## src/rtl/mem_arb_pkg.sv

```systemverilog
// Shared types, SoC address map and decode helper for the memory request arbiter.
package mem_arb_pkg;

    // Defaults mirroring the ariane_soc configuration.
    localparam int NB_CORES    = 2;
    localparam int SOC_ID_W    = 4;
    localparam int NUM_REGIONS = 10;
    localparam int MAP_ADDR_W  = 64;

    typedef enum logic [1:0] {
        IDLE = 2'd0,
        FWD  = 2'd1,
        ERR  = 2'd2
    } arb_state_e;

    // Region order: Debug, ROM, CLINT, PLIC, UART, Timer, SPI, Ethernet, GPIO, DRAM.
    localparam logic [MAP_ADDR_W-1:0] REGION_BASE [NUM_REGIONS] = '{
        64'h0000_0000, 64'h0001_0000, 64'h0200_0000, 64'h0C00_0000, 64'h1000_0000,
        64'h1800_0000, 64'h2000_0000, 64'h3000_0000, 64'h4000_0000, 64'h8000_0000
    };
    localparam logic [MAP_ADDR_W-1:0] REGION_LEN [NUM_REGIONS] = '{
        64'h0000_1000, 64'h0001_0000, 64'h000C_0000, 64'h03FF_FFFF, 64'h0000_1000,
        64'h0000_1000, 64'h0080_0000, 64'h0001_0000, 64'h0000_1000, 64'h4000_0000
    };

    // One extra bit on every operand so base+length never wraps at the top of the map.
    function automatic logic addr_decode_ok(input logic [MAP_ADDR_W-1:0] addr);
        logic          ok;
        logic [MAP_ADDR_W:0] lim;
        ok = 1'b0;
        for (int r = 0; r < NUM_REGIONS; r++) begin
            lim = {1'b0, REGION_BASE[r]} + {1'b0, REGION_LEN[r]};
            if (({1'b0, addr} >= {1'b0, REGION_BASE[r]}) && ({1'b0, addr} < lim))
                ok = 1'b1;
        end
        return ok;
    endfunction

endpackage

```

## src/rtl/mem_req_rr_pick.sv

```systemverilog
// Combinational round-robin picker: first eligible index at or after the pointer.
module mem_req_rr_pick #(
    parameter  int NrReq = 2,
    localparam int IdxW  = $clog2(NrReq)
) (
    input  logic [NrReq-1:0] i_elig,
    input  logic [IdxW-1:0]  i_ptr,
    output logic [IdxW-1:0]  o_idx,
    output logic             o_any
);

    // Scan from the farthest candidate back to the pointer so the nearest one wins.
    always_comb begin : p_pick
        int j;
        o_idx = '0;
        o_any = 1'b0;
        j     = 0;
        for (int k = NrReq - 1; k >= 0; k--) begin
            j = int'(i_ptr) + k;
            if (j >= NrReq) j = j - NrReq;
            if (i_elig[j]) begin
                o_idx = IdxW'(j);
                o_any = 1'b1;
            end
        end
    end

endmodule

```

## src/rtl/mem_req_arbiter.sv

```systemverilog
// Round-robin arbiter sharing one downstream request port between core requesters,
// with per-requester outstanding limits and local decode-error responses.
module mem_req_arbiter
    import mem_arb_pkg::*;
#(
    parameter  int NrReq          = NB_CORES,
    parameter  int AddrWidth      = 64,
    parameter  int IdWidth        = SOC_ID_W,
    parameter  int MaxOutstanding = 4,
    localparam int IdxW           = $clog2(NrReq),
    localparam int MstIdW         = IdWidth + IdxW,
    localparam int CntW           = $clog2(MaxOutstanding + 1)
) (
    input  logic                             clk_i,
    input  logic                             rst_i,
    input  logic [NrReq-1:0]                 req_valid_i,
    output logic [NrReq-1:0]                 req_ready_o,
    input  logic [NrReq-1:0][AddrWidth-1:0]  req_addr_i,
    input  logic [NrReq-1:0]                 req_we_i,
    input  logic [NrReq-1:0][IdWidth-1:0]    req_id_i,
    output logic                             mst_valid_o,
    input  logic                             mst_ready_i,
    output logic [AddrWidth-1:0]             mst_addr_o,
    output logic                             mst_we_o,
    output logic [MstIdW-1:0]                mst_id_o,
    input  logic                             rsp_valid_i,
    input  logic [MstIdW-1:0]                rsp_id_i,
    input  logic                             rsp_err_i,
    output logic [NrReq-1:0]                 rsp_valid_o,
    output logic [IdWidth-1:0]               rsp_id_o,
    output logic                             rsp_err_o
);

    typedef struct packed {
        logic [AddrWidth-1:0] addr;
        logic                 we;
        logic [MstIdW-1:0]    id;
    } mst_req_t;

    localparam logic [IdxW:0] NR_LIM = (IdxW + 1)'(NrReq);

    arb_state_e       r_state, w_state_nxt;
    mst_req_t         r_req;
    logic [IdxW-1:0]  r_ptr;
    logic [CntW-1:0]  r_cnt [NrReq];
    logic [NrReq-1:0] w_elig;
    logic [IdxW-1:0]  w_win;
    logic [IdxW-1:0]  w_rsp_idx;
    logic             w_any;
    logic             w_grant;
    logic             w_addr_ok;

    for (genvar g = 0; g < NrReq; g++) begin : g_elig
        assign w_elig[g] = req_valid_i[g] && (r_cnt[g] < CntW'(MaxOutstanding));
    end

    mem_req_rr_pick #(.NrReq(NrReq)) u_pick (
        .i_elig (w_elig),
        .i_ptr  (r_ptr),
        .o_idx  (w_win),
        .o_any  (w_any)
    );

    // Outputs are forced quiet while reset is held, even on the combinational paths.
    assign w_grant   = !rst_i && (r_state == IDLE) && w_any;
    assign w_addr_ok = addr_decode_ok(MAP_ADDR_W'(req_addr_i[w_win]));
    assign w_rsp_idx = rsp_id_i[MstIdW-1 -: IdxW];

    assign mst_valid_o = (r_state == FWD);
    assign mst_addr_o  = r_req.addr;
    assign mst_we_o    = r_req.we;
    assign mst_id_o    = r_req.id;

    // Accept strobe goes only to the current winner.
    always_comb begin
        req_ready_o = '0;
        if (w_grant) req_ready_o[w_win] = 1'b1;
    end

    // Response routing: downstream traffic has priority over a pending local decode error.
    always_comb begin
        rsp_valid_o = '0;
        rsp_id_o    = '0;
        rsp_err_o   = 1'b0;
        if (!rst_i) begin
            if (rsp_valid_i) begin
                if ({1'b0, w_rsp_idx} < NR_LIM) begin
                    rsp_valid_o[w_rsp_idx] = 1'b1;
                    rsp_id_o               = rsp_id_i[IdWidth-1:0];
                    rsp_err_o              = rsp_err_i;
                end
            end else if (r_state == ERR) begin
                rsp_valid_o[r_req.id[MstIdW-1 -: IdxW]] = 1'b1;
                rsp_id_o                                = r_req.id[IdWidth-1:0];
                rsp_err_o                               = 1'b1;
            end
        end
    end

    // Next-state logic.
    always_comb begin
        w_state_nxt = r_state;
        case (r_state)
            IDLE:    if (w_grant) w_state_nxt = w_addr_ok ? FWD : ERR;
            FWD:     if (mst_ready_i) w_state_nxt = IDLE;
            ERR:     if (!rsp_valid_i) w_state_nxt = IDLE;
            default: w_state_nxt = IDLE;
        endcase
    end

    // State, latched request and round-robin pointer.
    always_ff @(posedge clk_i or posedge rst_i) begin
        if (rst_i) begin
            r_state <= IDLE;
            r_req   <= '0;
            r_ptr   <= '0;
        end else begin
            r_state <= w_state_nxt;
            if (w_grant) begin
                r_req.addr <= req_addr_i[w_win];
                r_req.we   <= req_we_i[w_win];
                r_req.id   <= {w_win, req_id_i[w_win]};
                r_ptr      <= (w_win == IdxW'(NrReq - 1)) ? '0 : w_win + 1'b1;
            end
        end
    end

    // Outstanding counters: grant increments, any delivered response decrements, 0 saturates.
    always_ff @(posedge clk_i or posedge rst_i) begin
        if (rst_i) begin
            for (int i = 0; i < NrReq; i++) r_cnt[i] <= '0;
        end else begin
            for (int i = 0; i < NrReq; i++) begin
                if (req_ready_o[i] && !rsp_valid_o[i])
                    r_cnt[i] <= r_cnt[i] + 1'b1;
                else if (!req_ready_o[i] && rsp_valid_o[i] && (r_cnt[i] != '0))
                    r_cnt[i] <= r_cnt[i] - 1'b1;
            end
        end
    end

    a_mst_stable: assert property (@(posedge clk_i) disable iff (rst_i)
        (mst_valid_o && !mst_ready_i) |=>
            (mst_valid_o && $stable(mst_addr_o) && $stable(mst_we_o) && $stable(mst_id_o)));

    a_ready_onehot: assert property (@(posedge clk_i) disable iff (rst_i)
        $onehot0(req_ready_o));

    for (genvar g = 0; g < NrReq; g++) begin : g_chk
        a_no_underflow: assert property (@(posedge clk_i) disable iff (rst_i)
            (rsp_valid_o[g] && !req_ready_o[g]) |-> (r_cnt[g] != '0));
    end

endmodule

```

## config.mk

```make
export PLATFORM = sky130hd
export DESIGN_NAME = mem_req_arbiter
export DESIGN_NICKNAME = d
export VERILOG_FILES = /design/src/rtl/mem_arb_pkg.sv /design/src/rtl/mem_req_rr_pick.sv /design/src/rtl/mem_req_arbiter.sv
export SDC_FILE = /design/constraint.sdc
export NUM_CORES = 1
export LEC_CHECK = 0
export BUFFER_PORTS_ARGS = -buffer_cell sky130_fd_sc_hd__buf_2
export CORE_ASPECT_RATIO = 0.7
export CORE_MARGIN = 3
export CORE_UTILIZATION = 50
export CTS_BUF_LIST = sky130_fd_sc_hd__clkbuf_4
export DETAILED_ROUTE_END_ITERATION = 12
export PLACE_DENSITY = 0.87
export RECOVER_POWER = 25
export SYNTH_ARGS = -nofsm -noshare
export SYNTH_HDL_FRONTEND = slang
export SYNTH_HIERARCHICAL = 1
export SYNTH_SLANG_ARGS = --single-unit
export TNS_END_PERCENT = 50
```

## constraint.sdc

```tcl
create_clock -name clk_i -period 9.6 [get_ports clk_i]
set_input_delay 1.44 -clock clk_i [delete_from_list [all_inputs] [get_ports clk_i]]
set_output_delay 1.44 -clock clk_i [all_outputs]
set_load 0.05 [all_outputs]
```

# Yosys cells after proc, flatten, opt, wreduce, memory -nomap -nowiden

Cells that the tools add are included.

$add $sub $neg: 8
Magnitude comparators: 31
Equal/unequal tests: 5
Mux-type cells: 54
Reduce and logical (&&, ||, !) cells: 33

Operators with widths:

| cell                    | number |
|---|---|
| $ge A64 B29 Y1 const B  | 2 |
| $ge A64 B30 Y1 const B  | 2 |
| $lt A64 B29 Y1 const B  | 2 |
| $lt A64 B30 Y1 const B  | 2 |
| $mux W64                | 2 |
| $ge A64 B17 Y1 const B  | 1 |
| $ge A64 B26 Y1 const B  | 1 |
| $ge A64 B28 Y1 const B  | 1 |
| $ge A64 B31 Y1 const B  | 1 |
| $ge A64 B32 Y1 const B  | 1 |
| $lt A32 B3 Y1 const B   | 2 |
| $lt A64 B13 Y1 const B  | 1 |
| $lt A64 B18 Y1 const B  | 1 |
| $lt A64 B26 Y1 const B  | 1 |
| $lt A64 B28 Y1 const B  | 1 |
| $lt A64 B31 Y1 const B  | 1 |
| $lt A64 B32 Y1 const B  | 1 |
| $mux W32                | 2 |
| $ge A32 B3 Y1 const B   | 1 |
| $sub A32 B3 Y32 const B | 1 |
| $mux W1                 | 29 |
| $logic_and A1 B1 Y1     | 22 |
| $mux W4                 | 5 |
| $mux W2                 | 8 |
| other kinds (21)        | 40 |

Bits in registers: 79
Input bits: 150
Output and inout port bits: 80

# Longest topological paths before layout

Gate-level depths: netlist (run 1).

Word-level depth: 24
Mapped depth: 13
Gate-level depth less buffers: 10

# Modules after synthesis

The synthesis (run 1) kept the hierarchy.

Modules (own cells, without submodules):

| module          | times used | cells each | area each (µm²) |
|---|---|---|---|
| mem_req_arbiter | 1          | 492        | 4524.3 |
| mem_req_rr_pick | 1          | 3          | 17.5 |

# Least setup slack after synthesis (run 1)

Ideal clock, no wire load.

Path type: input-to-output
From: in rst_i
To: out req_ready_o[0]
Data arrival time: 4346 ps
Required time: 8160 ps
Slack: 3814 ps
Stages: 3
Buffers on the path: 0
Cell sequence: inv_1 -> nand3_1 -> nor2_1

Cells in the longest elaborated chain, start to end: 4

Ends and longest elaborated chain:

| what                             | RTL line              | RTL |
|---|---|---|
| from (decl)                      | mem_req_arbiter.sv:15 | `input logic rst_i,` |
| $logic_not A1 Y1 (no line)       | --                    |  |
| $logic_and A1 B1 Y1 (2 in a row) | mem_req_arbiter.sv:65 | `assign w_grant = !rst_i && (r_state == IDLE) && w_any;` |
| $mux W2                          | mem_req_arbiter.sv:77 | `if (w_grant) req_ready_o[w_win] = 1'b1;` |
| to (decl)                        | mem_req_arbiter.sv:17 | `output logic [NrReq-1:0] req_ready_o,` |

No other way between the ends.

# Worst setup path in the final report (run 1)

From: in rst_i
To: out rsp_valid_o[0]

Cells in the longest elaborated chain, start to end: 1

Ends and longest elaborated chain:

| what      | RTL line              | RTL |
|---|---|---|
| $mux W2   | mem_req_arbiter.sv:85 | `if (!rst_i) begin` |
| to (decl) | mem_req_arbiter.sv:29 | `output logic [NrReq-1:0] rsp_valid_o,` |

No other way between the ends.

==> results.sh, run 1 <==
export IMPL_number_of_flops_mapped_to_enable_cells_by_yosys=0
export IMPL_gpl_final_weighted_congestion=0.895
export IMPL_regToRegStartpoint="r_cnt[2]"
export IMPL_crit_end="rsp_valid_o[0]"
export IMPL_outcome="complete, no violations"
export IMPL_crit_required_ns=8.16
export IMPL_cellInternalPower_uw=934
export IMPL_placeableCoreArea_um2=8650
export IMPL_start_util_pct=52.5
export IMPL_clock_pin_slew_on_the_worst_setup_and_hold_paths_ns=0.12
export IMPL_final_antenna_net_count=0
export IMPL_cp_arrival_ns=3.39
export IMPL_cap_viol_max_count=0
export IMPL_postCtsSetupRepairBufs=0
export IMPL_endpoint_kind="output port"
export IMPL_floorplan_die_width_um=120
export IMPL_postRouteWirelength_um=14900
export IMPL_syn_inst_count=495
export IMPL_clkLatencyLatePin_ns=0.43
export IMPL_design_power_total_mw=2.04
export IMPL_grt_pass1_wl_um=23200
export IMPL_power_share_combinational_pct=58.5
export IMPL_worst_r2r_setup_slack_ns=6.43
export IMPL_synthDominantCellAreaShare_pct=43.5
export IMPL_worstReg2RegEnd="r_cnt[2]"
export IMPL_max_slew_margin_pct=30.6
export IMPL_antenna_found_initial=1
export IMPL_final_fill_count=719
export IMPL_drive_gt1_share_pct=35.9
export IMPL_rsz0062_at_grt="no"
export IMPL_vias=4859
export IMPL_p_leak_nw=2.68
export IMPL_htree_levels=3
export IMPL_timing_hold_worst_class="reg2reg"
export IMPL_synth_avg_cell_area_um2=9.18
export IMPL_critPathLaunchType="input pin"
export IMPL_main_synth_ff_type="sky130_fd_sc_hd__dfrtp_1"
export IMPL_dp_final_hpwl_um=11500
export IMPL_clock_tree_from_tritoncts="yes"
export IMPL_power_switching_share_pct=54.1
export IMPL_yosysUniqueCellTypes=53
export IMPL_grt_pass1_vias=4694
export IMPL_grtUsageTotal_pct=28.4
export IMPL_seq_area_frac_synth_pct=43.5
export IMPL_tightest_slew_ns=1.04
export IMPL_clock_tree_root_cell="sky130_fd_sc_hd__clkbuf_4"
export IMPL_globalRouteMet1Util_pct=34.7
export IMPL_clock_sink_count=79
export IMPL_synth_area_leader_cell="sky130_fd_sc_hd__dfrtp_1"
export IMPL_synth_async_sr_flop_share_pct=100
export IMPL_post_synth_instance_area_um2=4540
export IMPL_setup_viol_count_final=0
export IMPL_final_period_minus_worst_setup_slack_ns=4.83
export IMPL_top_level_ports=230
export IMPL_drtPass1Iterations=5
export IMPL_cts_inserted_buffers=9
export IMPL_die_area_um2=10300
export IMPL_cp_max_fo=81
export IMPL_period_share_pct=50.3
export IMPL_r2r_worst_path_cells=10
export IMPL_drc=0
export IMPL_setup_tns_ns=0
export IMPL_postLayoutCellArea_um2=5910
export IMPL_ys_warnings_count=6
export IMPL_cts_hold_buf=0
export IMPL_drt_wirelength_per_cell_um=17.8
export IMPL_fmax_mhz=207
export IMPL_die_height_um=85.7
export IMPL_grt_max_degree=112
export IMPL_timing_critical_path_from="rst_i"
export IMPL_num_rows=28
export IMPL_hold_viol=0
export IMPL_final_net_count=863
export IMPL_fin_skew_ns=0.0172
export IMPL_use_met2_pct=49.6
export IMPL_place_port_buffers=229
export IMPL_busiest_layer="met2"
export IMPL_synth_area_leaders="sky130_fd_sc_hd__dfrtp_1 (44%), sky130_fd_sc_hd__mux2i_1 (14%), sky130_fd_sc_hd__a21oi_1 (9.5%)"
export IMPL_seq_power_share_pct=29.4
export IMPL_holdCritStartpoint="r_ptr"
export IMPL_peakVddDrop_uv=196
export IMPL_power_density_over_the_cells_nw_per_um2=345
export IMPL_clock_power_share_pct=12.1
export IMPL_global_route_usage_met3_pct=7.71
export IMPL_cts_repair_resized=0
export IMPL_ys_ff_latch=79
export IMPL_detail_route_iter0_violations=458
export IMPL_clock_path_buffers=2
export IMPL_synthesis_nets=647
export IMPL_syn_to_layout_area_delta_pct=30.1
export IMPL_dpl_instance_area_um2=5730
export IMPL_vias_per_cell=5.81
export IMPL_overflow=0
export IMPL_finalMaxSlewViolations=0
export IMPL_worst_hold_slack_ns=0.519
export IMPL_critical_path_class="in2out"
export IMPL_net_switching_power_mw=1.10
-- worst max-delay path, cell delays in order --
cell	delay (ns)
sky130_fd_sc_hd__clkbuf_1	0.13
sky130_fd_sc_hd__clkinvlp_2	0.08
sky130_fd_sc_hd__buf_4	0.78
sky130_fd_sc_hd__o21ai_2	0.24
sky130_fd_sc_hd__or2_1	0.34
sky130_fd_sc_hd__inv_1	0.10
sky130_fd_sc_hd__buf_2	0.27
-- placed cells by master, fill, tap and decap left out, types with 3 or more instances in the layout --
cell,count
sky130_fd_sc_hd__buf_2,228
sky130_fd_sc_hd__nor2_1,97
sky130_fd_sc_hd__a21oi_1,86
sky130_fd_sc_hd__dfrtp_1,79
sky130_fd_sc_hd__mux2i_1,62
sky130_fd_sc_hd__nor4_1,22
sky130_fd_sc_hd__nor2b_1,11
sky130_fd_sc_hd__nor3_1,11
sky130_fd_sc_hd__clkbuf_4,10
sky130_fd_sc_hd__nand2_1,9
sky130_fd_sc_hd__nand4_1,9
sky130_fd_sc_hd__inv_1,8
sky130_fd_sc_hd__o21ai_0,6
sky130_fd_sc_hd__nand3_1,6
sky130_fd_sc_hd__and3_1,6
sky130_fd_sc_hd__buf_4,5
sky130_fd_sc_hd__o22ai_1,4
sky130_fd_sc_hd__nor4b_1,3
sky130_fd_sc_hd__a211oi_1,3
sky130_fd_sc_hd__bufinv_16,3
-- metal layers --
metal,wire length [µm],part of all wire [%]
met5,0,0
met4,237,1.6
met3,1420,9.5
met2,7380,49
met1,5910,40
-- power groups by stage --
stage | registers [mW] | logic [mW] | clock network (mW)
final | 0.599 | 1.19 | 0.246
after global routing | 0.622 | 1.27 | 0.266
after floorplan | 1.09 | 0.410 | 0
after global placement | 0.599 | 1.17 | 0
after detailed placement | 0.602 | 1.19 | 0
after CTS | 0.598 | 1.20 | 0.250
-- synth_stat cells (2+ instances only) --
cell	n
sky130_fd_sc_hd__inv_1	9
sky130_fd_sc_hd__fa_1	2
sky130_fd_sc_hd__nor3_1	11
sky130_fd_sc_hd__nor2_1	97
sky130_fd_sc_hd__o22ai_1	4
sky130_fd_sc_hd__buf_6	2
sky130_fd_sc_hd__clkbuf_1	13
sky130_fd_sc_hd__nor4bb_1	2
sky130_fd_sc_hd__nand4_1	9
sky130_fd_sc_hd__a211oi_1	3
sky130_fd_sc_hd__o21ai_0	6
sky130_fd_sc_hd__a31oi_1	2
sky130_fd_sc_hd__or2_1	2
sky130_fd_sc_hd__nor4b_2	2
sky130_fd_sc_hd__nand2b_1	2
sky130_fd_sc_hd__nor2b_1	11
sky130_fd_sc_hd__nor3b_1	2
sky130_fd_sc_hd__a21oi_1	86
sky130_fd_sc_hd__a22oi_1	2
sky130_fd_sc_hd__and2b_1	2
sky130_fd_sc_hd__buf_2	6
sky130_fd_sc_hd__nor4b_1	3
sky130_fd_sc_hd__nor4_1	22
sky130_fd_sc_hd__mux2i_1	62
sky130_fd_sc_hd__buf_4	6
sky130_fd_sc_hd__a32o_1	2
sky130_fd_sc_hd__a32oi_1	2
sky130_fd_sc_hd__o22a_1	2
sky130_fd_sc_hd__and3_1	6
sky130_fd_sc_hd__nand3_1	6
sky130_fd_sc_hd__nand2_1	9
sky130_fd_sc_hd__dfrtp_1	79
-- kinds of logic after synthesis --
| logic type | count (synthesis) | share of synthesized area [%] |
|---|---|---|
| muxes | 63 | 14.0 |
| and+or+nand+nor | 192 | 21.4 |
| buffers and inverters | 38 | 4.38 |
| adders and majority gates | 2 | 0.882 |
| DFF | 79 | 43.5 |
| AOI/OAI and AO/OA | 121 | 15.8 |
-- metrics by stage --
step           utilization, %  worst slack (ns)  cells
3_5_place_dp             66.2              4.75    820
3_3_place_gp             66.2              4.80    820
5_1_grt                  68.2              4.48    836
2_1_floorplan               -              3.81    495
4_1_cts                  68.2              4.75    835
6_report                 68.3              4.77    837
-- registers in the layout, indices dropped and copies added, names as in the netlist --
name	flops
mst_id_o	5
mst_addr_o	64
r_state	2
r_ptr	1
mst_we_o	1
r_cnt	6
-- how the worst min path moves through the flow --
| stage | endpoint | slack, ns | cells past startpoint |
|---|---|---|---|
| floorplan | r_ptr | 0.47 | 2 |
| global placement | r_ptr | 0.49 | 2 |
| detailed placement | r_ptr | 0.50 | 2 |
| CTS | r_ptr | 0.52 | 2 |
| global route | r_ptr | 0.54 | 2 |
| finish | r_ptr | 0.52 | 2 |
-- area by class of cell --
type                    instances  area, µm²  area share (%)
diodes                          2       5.00          0.0847
clock buffers                  10       75.1            1.27
clock inverters                 5       97.6            1.65
inverters                       9       35.0           0.593
multi-input cells             378       2390            40.4
flip-flops and latches         79       1980            33.5
well taps                     120        150            2.54
repair buffers                234       1180            20.0
Note: power is estimated with default switching activity, not from simulation.
==> run 2, diff against run 1 <==
--- a/config.mk
+++ b/config.mk
@@ -8,10 +8,10 @@
 export BUFFER_PORTS_ARGS = -buffer_cell sky130_fd_sc_hd__buf_2
 export CORE_ASPECT_RATIO = 0.7
 export CORE_MARGIN = 3
-export CORE_UTILIZATION = 50
+export CORE_UTILIZATION = 43
 export CTS_BUF_LIST = sky130_fd_sc_hd__clkbuf_4
 export DETAILED_ROUTE_END_ITERATION = 12
-export PLACE_DENSITY = 0.87
+export PLACE_DENSITY = 0.79
 export RECOVER_POWER = 25
 export SYNTH_ARGS = -nofsm -noshare
 export SYNTH_HDL_FRONTEND = slang
==> constraint.sdc (replaced) <==
create_clock -name clk_i -period 3.9 [get_ports clk_i]
set_input_delay 0.585 -clock clk_i [delete_from_list [all_inputs] [get_ports clk_i]]
set_output_delay 0.585 -clock clk_i [all_outputs]
set_load 0.05 [all_outputs]
==> run 2 against run 1 <==
  * The run now ends with capacitance limit, slew limit left
  * Wire length grew 0.97%
  * Via count fell by 2.4%
  * Flip-flop and latch count stayed put
  * Sequential power rose by 150%
  * Clock skew is 0.0034 ns lower
  * Critical endpoint is now req_ready_o[1]
  * Largest power group unchanged
==> results.sh, run 2 (synthesis gave the netlist of run 1 again) <==
export IMPL_n_antenna_cell=0
export IMPL_fin_skew_ns=0.0138
export IMPL_max_slew_margin_pct=-33.4
export IMPL_gpl_final_weighted_congestion=0.880
export IMPL_floorplan_die_width_um=129
export IMPL_top_level_ports=230
export IMPL_grt_pass1_vias=4570
export IMPL_max_ffs_per_register=64
export IMPL_design_power_total_mw=4.84
export IMPL_cp_arrival_ns=2.14
export IMPL_cts_hold_buf=0
export IMPL_clock_tree_from_tritoncts="yes"
export IMPL_hold_viol=0
export IMPL_drive_gt1_share_pct=36.1
export IMPL_r2r_worst_path_cells=7
export IMPL_overflow=0
export IMPL_die_height_um=92.0
export IMPL_use_met2_pct=40.8
export IMPL_worst_r2r_setup_slack_ns=1.19
export IMPL_final_period_minus_worst_setup_slack_ns=2.73
export IMPL_start_util_pct=45.5
export IMPL_layout_common_cells="sky130_fd_sc_hd__buf_2 (228), sky130_fd_sc_hd__nor2_1 (97), sky130_fd_sc_hd__a21oi_1 (86)"
export IMPL_worstHoldEndpoint="mst_we_o"
export IMPL_final_fill_count=930
export IMPL_clock_sink_count=79
export IMPL_layoutNonFillerInstCount=843
export IMPL_power_density_over_the_cells_nw_per_um2=827
export IMPL_endpoint_kind="output port"
export IMPL_num_rows=30
export IMPL_fmax_mhz=367
export IMPL_finalMaxSlewViolations=80
export IMPL_final_net_count=863
export IMPL_tightest_slew_ns=2.00
export IMPL_cts_inserted_buffers=9
export IMPL_crit_required_ns=3.31
export IMPL_die_area_um2=11900
export IMPL_rsz0062_at_grt="no"
export IMPL_vias_per_cell=5.63
export IMPL_drtPass1Iterations=5
export IMPL_p_leak_nw=2.66
export IMPL_postRouteWirelength_um=15100
export IMPL_clock_path_buffers=2
export IMPL_period_share_pct=69.9
export IMPL_place_port_buffers=229
export IMPL_vias=4744
export IMPL_hold_depth=3
export IMPL_cp_max_fo=79
export IMPL_grt_pass1_wl_um=23500
export IMPL_cts_repair_resized=0
export IMPL_violated_checks="capacitance limit, slew limit"
export IMPL_outcome="finished with violations"
export IMPL_setup_viol_count_final=0
export IMPL_global_route_usage_met3_pct=6.64
export IMPL_peakVddDrop_uv=514
export IMPL_regToRegStartpoint="r_cnt[5]"
export IMPL_drc=0
export IMPL_clock_pin_slew_on_the_worst_setup_and_hold_paths_ns=0.12
export IMPL_final_antenna_net_count=0
export IMPL_placeableCoreArea_um2=9980
export IMPL_globalRouteMet1Util_pct=33.2
export IMPL_place_inst=828
export IMPL_most_common_cell_after_layout_fill_and_taps_aside="sky130_fd_sc_hd__buf_2"
export IMPL_setup_tns_ns=0
export IMPL_dpl_instance_area_um2=5760
export IMPL_htree_levels=3
export IMPL_grt_max_degree=80
export IMPL_detail_route_iter0_violations=390
export IMPL_postLayoutCellArea_um2=5860
export IMPL_timing_hold_worst_class="in2reg"
export IMPL_clkLatencyLatePin_ns=0.43
export IMPL_cap_viol_max_count=1
export IMPL_critical_path_class="reg2out"
export IMPL_grtUsageTotal_pct=25.0
export IMPL_holdCritStartpoint="req_we_i[0]"
export IMPL_antenna_found_initial=0
export IMPL_critPathLaunchType="register"
export IMPL_clock_tree_root_cell="sky130_fd_sc_hd__clkbuf_4"
export IMPL_drt_wirelength_per_cell_um=17.9
export IMPL_busiest_layer="met2"
export IMPL_postCtsSetupRepairBufs=0
export IMPL_dp_final_hpwl_um=11800
export IMPL_syn_to_layout_area_delta_pct=29.0
export IMPL_worstReg2RegEnd="mst_addr_o[38]"
==> run 2: cell types whose count changed in the layout (fill, tap and decap cells not counted) <==
cell,previous run,this run
sky130_fd_sc_hd__diode_2,2,0
sky130_fd_sc_hd__clkinv_2,0,1
sky130_fd_sc_hd__buf_4,5,3
sky130_fd_sc_hd__clkbuf_2,0,1
sky130_fd_sc_hd__bufinv_16,3,0
sky130_fd_sc_hd__buf_12,0,1
sky130_fd_sc_hd__clkbuf_4,10,13
sky130_fd_sc_hd__clkinv_1,2,1
==> run 2: layout make-up <==
cell class / instances / area (µm²) / area share, %
multi-input combinational: 378 / 2390 / 40.7
tap: 128 / 160 / 2.73
inverter: 9 / 35.0 / 0.598
clock inverter: 2 / 8.76 / 0.150
clock buffer: 13 / 97.6 / 1.67
timing repair buffer: 234 / 1190 / 20.4
sequential: 79 / 1980 / 33.8
==> run 2: where the power goes <==
part           internal, mW  switching [mW]
sequential             1.21           0.262
combinational         0.768            2.17
clock                 0.154           0.272
total                  2.13            2.71
==> run 2: worst max path at each step <==
stage / start / endpoint / slack (ns) / cells past startpoint
3_5_place_dp: req_valid_i[1] / r_cnt[2] / 0.99 / 11
6_report: r_cnt[2] / req_ready_o[1] / 1.17 / 6
4_1_cts: r_cnt[2] / req_ready_o[1] / 1.15 / 6
2_1_floorplan: rst_i / r_cnt[5] / 0.13 / 10
3_3_place_gp: req_valid_i[0] / mst_addr_o[31] / 1.08 / 7
5_1_grt: r_cnt[5] / mst_addr_o[47] / 0.96 / 7
==> run 2: critical path, cell delays in order, from the launching register on <==
cell and delay [ns]:
sky130_fd_sc_hd__dfrtp_1 0.45, sky130_fd_sc_hd__nor2b_1 0.17, sky130_fd_sc_hd__a21boi_4 0.22, sky130_fd_sc_hd__buf_12 0.34
sky130_fd_sc_hd__nand2_1 0.18, sky130_fd_sc_hd__inv_1 0.11, sky130_fd_sc_hd__buf_2 0.27
==> run 2: per-stage QoR <==
| stage | hold WS, ns | utilization, % | setup slack, ns |
|---|---|---|---|
| global placement | 0.485 | 57.7 | 1.08 |
| detailed placement | 0.501 | 57.7 | 0.993 |
| floorplan | 0.466 | - | 0.131 |
| finish | 0.443 | 58.7 | 1.17 |
| CTS | 0.415 | 58.7 | 1.15 |
| global route | 0.438 | 58.7 | 0.962 |
==> run 2: metal layers <==
layer  part of all wire (%)  routed length (µm)
met5                      0                   0
met4                    1.4                 218
met3                    9.0                1360
met2                     48                7220
met1                     42                6290
==> run 3, diff against run 2 <==
--- a/config.mk
+++ b/config.mk
@@ -5,6 +5,7 @@
 export SDC_FILE = /design/constraint.sdc
 export NUM_CORES = 1
 export LEC_CHECK = 0
+export ABC_AREA = 1
 export BUFFER_PORTS_ARGS = -buffer_cell sky130_fd_sc_hd__buf_2
 export CORE_ASPECT_RATIO = 0.7
 export CORE_MARGIN = 3
==> constraint.sdc (replaced) <==
create_clock -name clk_i -period 2.35 [get_ports clk_i]
set_input_delay 0.3525 -clock clk_i [delete_from_list [all_inputs] [get_ports clk_i]]
set_output_delay 0.3525 -clock clk_i [all_outputs]
set_load 0.05 [all_outputs]
==> run 3 against run 2 <==
  * The flow now finishes without violations
  * Sequential power increased by 64%
  * Clock-buffer cell count down 4
  * Clock skew increased by 0.0056 ns
  * Critical path depth rose by 3
  * Synthesized cell count increased by 34%
  * Wire length rose by 8.3%
  * Hold slack lost 0.33 ns
  * Critical path type unchanged
  * Worst setup slack worse by 1.2 ns
==> results.sh, run 3 <==
export IMPL_outcome="complete, no violations"
export IMPL_vias=5356
export IMPL_fmax_mhz=427
export IMPL_drtPass1Iterations=7
export IMPL_cts_hold_buf=0
export IMPL_main_synth_ff_type="sky130_fd_sc_hd__dfrtp_1"
export IMPL_critPathLaunchType="register"
export IMPL_seq_area_frac_synth_pct=43.5
export IMPL_finalMaxSlewViolations=0
export IMPL_synth_area_leaders="sky130_fd_sc_hd__dfrtp_1 (43%), sky130_fd_sc_hd__nand2_1 (23%), sky130_fd_sc_hd__nor2_1 (8.9%)"
export IMPL_postRouteWirelength_um=16300
export IMPL_cp_arrival_ns=1.99
export IMPL_crit_required_ns=2.00
export IMPL_floorplan_die_width_um=129
export IMPL_num_rows=30
export IMPL_start_util_pct=45.6
export IMPL_max_ffs_per_register=64
export IMPL_placeableCoreArea_um2=9980
export IMPL_synth_area_in_compound_gates_pct=9.85
export IMPL_tightest_slew_ns=1.05
export IMPL_setup_viol_count_final=0
export IMPL_clock_sink_count=79
export IMPL_drc=0
export IMPL_endpoint_kind="output port"
export IMPL_overflow=0
export IMPL_number_of_flops_mapped_to_enable_cells_by_yosys=0
export IMPL_grt_pass1_wl_um=23400
export IMPL_synth_common_cells="sky130_fd_sc_hd__nand2_1 (278), sky130_fd_sc_hd__nor2_1 (108), sky130_fd_sc_hd__dfrtp_1 (79), sky130_fd_sc_hd__a31oi_1 (49), sky130_fd_sc_hd__inv_1 (42)"
export IMPL_vias_per_cell=5.07
export IMPL_gpl_final_weighted_congestion=0.873
export IMPL_final_period_minus_worst_setup_slack_ns=2.34
export IMPL_max_slew_margin_pct=30.2
export IMPL_dp_final_hpwl_um=11200
export IMPL_cap_viol_max_count=0
export IMPL_layout_common_cells="sky130_fd_sc_hd__nand2_1 (256), sky130_fd_sc_hd__buf_2 (226), sky130_fd_sc_hd__nor2_1 (98)"
export IMPL_clock_pin_slew_on_the_worst_setup_and_hold_paths_ns=0.14
export IMPL_detail_route_iter0_violations=361
export IMPL_post_synth_instance_area_um2=4550
export IMPL_synth_avg_cell_area_um2=6.88
export IMPL_ys_ff_latch=79
export IMPL_clock_tree_root_cell="sky130_fd_sc_hd__clkbuf_4"
export IMPL_clkLatencyLatePin_ns=0.44
export IMPL_antenna_found_initial=0
export IMPL_dpl_instance_area_um2=6010
export IMPL_layoutNonFillerInstCount=1057
export IMPL_power_density_over_the_cells_nw_per_um2=1390
export IMPL_drive_gt1_share_pct=37.9
export IMPL_synthDominantCellAreaShare_pct=43.5
export IMPL_cp_max_fo=10
export IMPL_p_leak_nw=3.58
export IMPL_die_area_um2=11900
export IMPL_worst_hold_slack_ns=0.116
export IMPL_place_port_buffers=229
export IMPL_cts_inserted_buffers=9
export IMPL_grt_max_degree=80
export IMPL_yosysUniqueCellTypes=30
export IMPL_dominant_combinational_cell_family_by_area_after_synthesis="simple AND/OR/NAND/NOR gates"
export IMPL_n_antenna_cell=0
export IMPL_period_share_pct=99.6
export IMPL_peakVddDrop_uv=862
export IMPL_drt_wirelength_per_cell_um=15.5
export IMPL_grtUsageTotal_pct=24.6
export IMPL_final_core_utilization_pct=65.9
export IMPL_synth_async_sr_flop_share_pct=100
export IMPL_die_height_um=92.0
export IMPL_yosys_area_share_simple_pct=36.7
export IMPL_post_synthesis_xor_xnor_area_fraction_pct=0.770
export IMPL_clock_tree_from_tritoncts="yes"
export IMPL_most_frequently_used_cell_type_in_the_post_synthesis_netlist="sky130_fd_sc_hd__nand2_1"
export IMPL_htree_levels=3
export IMPL_postLayoutCellArea_um2=6580
export IMPL_final_net_count=1077
export IMPL_design_power_total_mw=9.16
export IMPL_synth_area_leader_cell="sky130_fd_sc_hd__dfrtp_1"
export IMPL_syn_to_layout_area_delta_pct=44.8
export IMPL_hold_viol=0
export IMPL_rsz0062_at_grt="yes"
export IMPL_clock_path_buffers=2
export IMPL_final_antenna_net_count=0
export IMPL_ys_warnings_count=6
export IMPL_place_inst=1024
export IMPL_grt_pass1_vias=4726
export IMPL_top_level_ports=230
export IMPL_critical_path_class="reg2out"
export IMPL_most_common_cell_after_layout_fill_and_taps_aside="sky130_fd_sc_hd__nand2_1"
export IMPL_synthesis_nets=813
export IMPL_syn_inst_count=661
export IMPL_synthesized_area_fraction_occupied_by_adder_cells_pct=0.880
export IMPL_muxShareOfSynthArea_pct=0.935
export IMPL_fin_skew_ns=0.0194
export IMPL_timing_hold_worst_class="in2reg"
## run 3: cell count changes after synthesis, moves of 5 or more
cell / change
sky130_fd_sc_hd__a21oi_1: -82
sky130_fd_sc_hd__a31oi_1: +47
sky130_fd_sc_hd__and3_1: -6
sky130_fd_sc_hd__buf_4: -5
sky130_fd_sc_hd__inv_1: +33
sky130_fd_sc_hd__mux2i_1: -60
sky130_fd_sc_hd__nand2_1: +269
sky130_fd_sc_hd__nand3_1: +10
sky130_fd_sc_hd__nand4_1: -6
sky130_fd_sc_hd__nor2_1: +11
sky130_fd_sc_hd__nor2b_1: -11
sky130_fd_sc_hd__nor4_1: -21
sky130_fd_sc_hd__o21ai_0: +12
## run 3: where the power goes
group	switching [mW]	internal (mW)	total [mW]
combinational	4.19	1.75	5.94
sequential	0.399	2.01	2.41
clock	0.499	0.314	0.813
total	5.09	4.08	9.16
## run 3: area by class of cell
cell class              count  area [µm²]
flip-flops and latches     79        1980
multi-input cells         509        2390
repair buffers            278        1700
fillers                   921        3400
clock buffers               9        67.6
repair inverters            3        26.3
inverters                  45         196
well taps                 128         160
clock inverters             6        62.6
## run 3: metal layers
layer  global-route usage [%]  up-vias  share of wire, %
met2                     38.2      265                45
li1                         -     2626                 -
met3                     5.59       21               9.3
met4                     3.50        0               1.1
met1                     35.8     2444                44
met5                        0        -                 0
## run 3: what timing repair did
item / CTS / global route
pin swaps: 1 / 30
hold endpoints to repair: 0 / 0
buffers inserted: 1 / 8
endpoints found under the setup margin: 4 / 4
resized for setup: 10 / 51
gates cloned: 3 / 6
## run 3: logic make-up after synthesis
kind of cell | count (synthesis)
AOI/OAI and AO/OA | 75
buffers and inverters | 73
and+or+nand+nor | 424
DFF | 79
muxes | 4
adders and majority gates | 2
xor gates and xnor gates | 4
## run 3: metrics by stage
stage / setup TNS, ns / worst slack [ns]
2_1_floorplan: -11.56 / -0.711
3_3_place_gp: -0.218 / -0.110
3_5_place_dp: -0.325 / -0.172
4_1_cts: 0 / 0.00909
5_1_grt: -0.609 / -0.216
6_report: 0 / 0.00929
## run 3: worst paths after layout
| kind | startpoint | endpoint | slack (ns) | depth (start not counted) |
|---|---|---|---|---|
| worst max register to register | r_cnt[2] | r_state[1] | 0.02 | 17 |
| min in group asynchronous | rst_i | mst_addr_o[7] | 0.34 | 3 |
| worst min-delay path | req_id_i[5] | mst_id_o[1] | 0.12 | 3 |
| worst min register to register | mst_addr_o[3] | mst_addr_o[3] | 0.50 | 2 |
| max in group asynchronous | rst_i | mst_addr_o[33] | 0.41 | 4 |
| worst max-delay path | r_cnt[2] | req_ready_o[0] | 0.009 | 9 |
## run 3: critical path, stage by stage (launching register included)
cell                      delay (ns)
sky130_fd_sc_hd__dfrtp_1        0.41
sky130_fd_sc_hd__nor2_2         0.11
sky130_fd_sc_hd__inv_2          0.05
sky130_fd_sc_hd__a21oi_4        0.20
sky130_fd_sc_hd__buf_8          0.19
sky130_fd_sc_hd__buf_12         0.15
sky130_fd_sc_hd__buf_4          0.12
sky130_fd_sc_hd__nor2_4         0.03
sky130_fd_sc_hd__buf_6          0.13
sky130_fd_sc_hd__buf_8          0.14
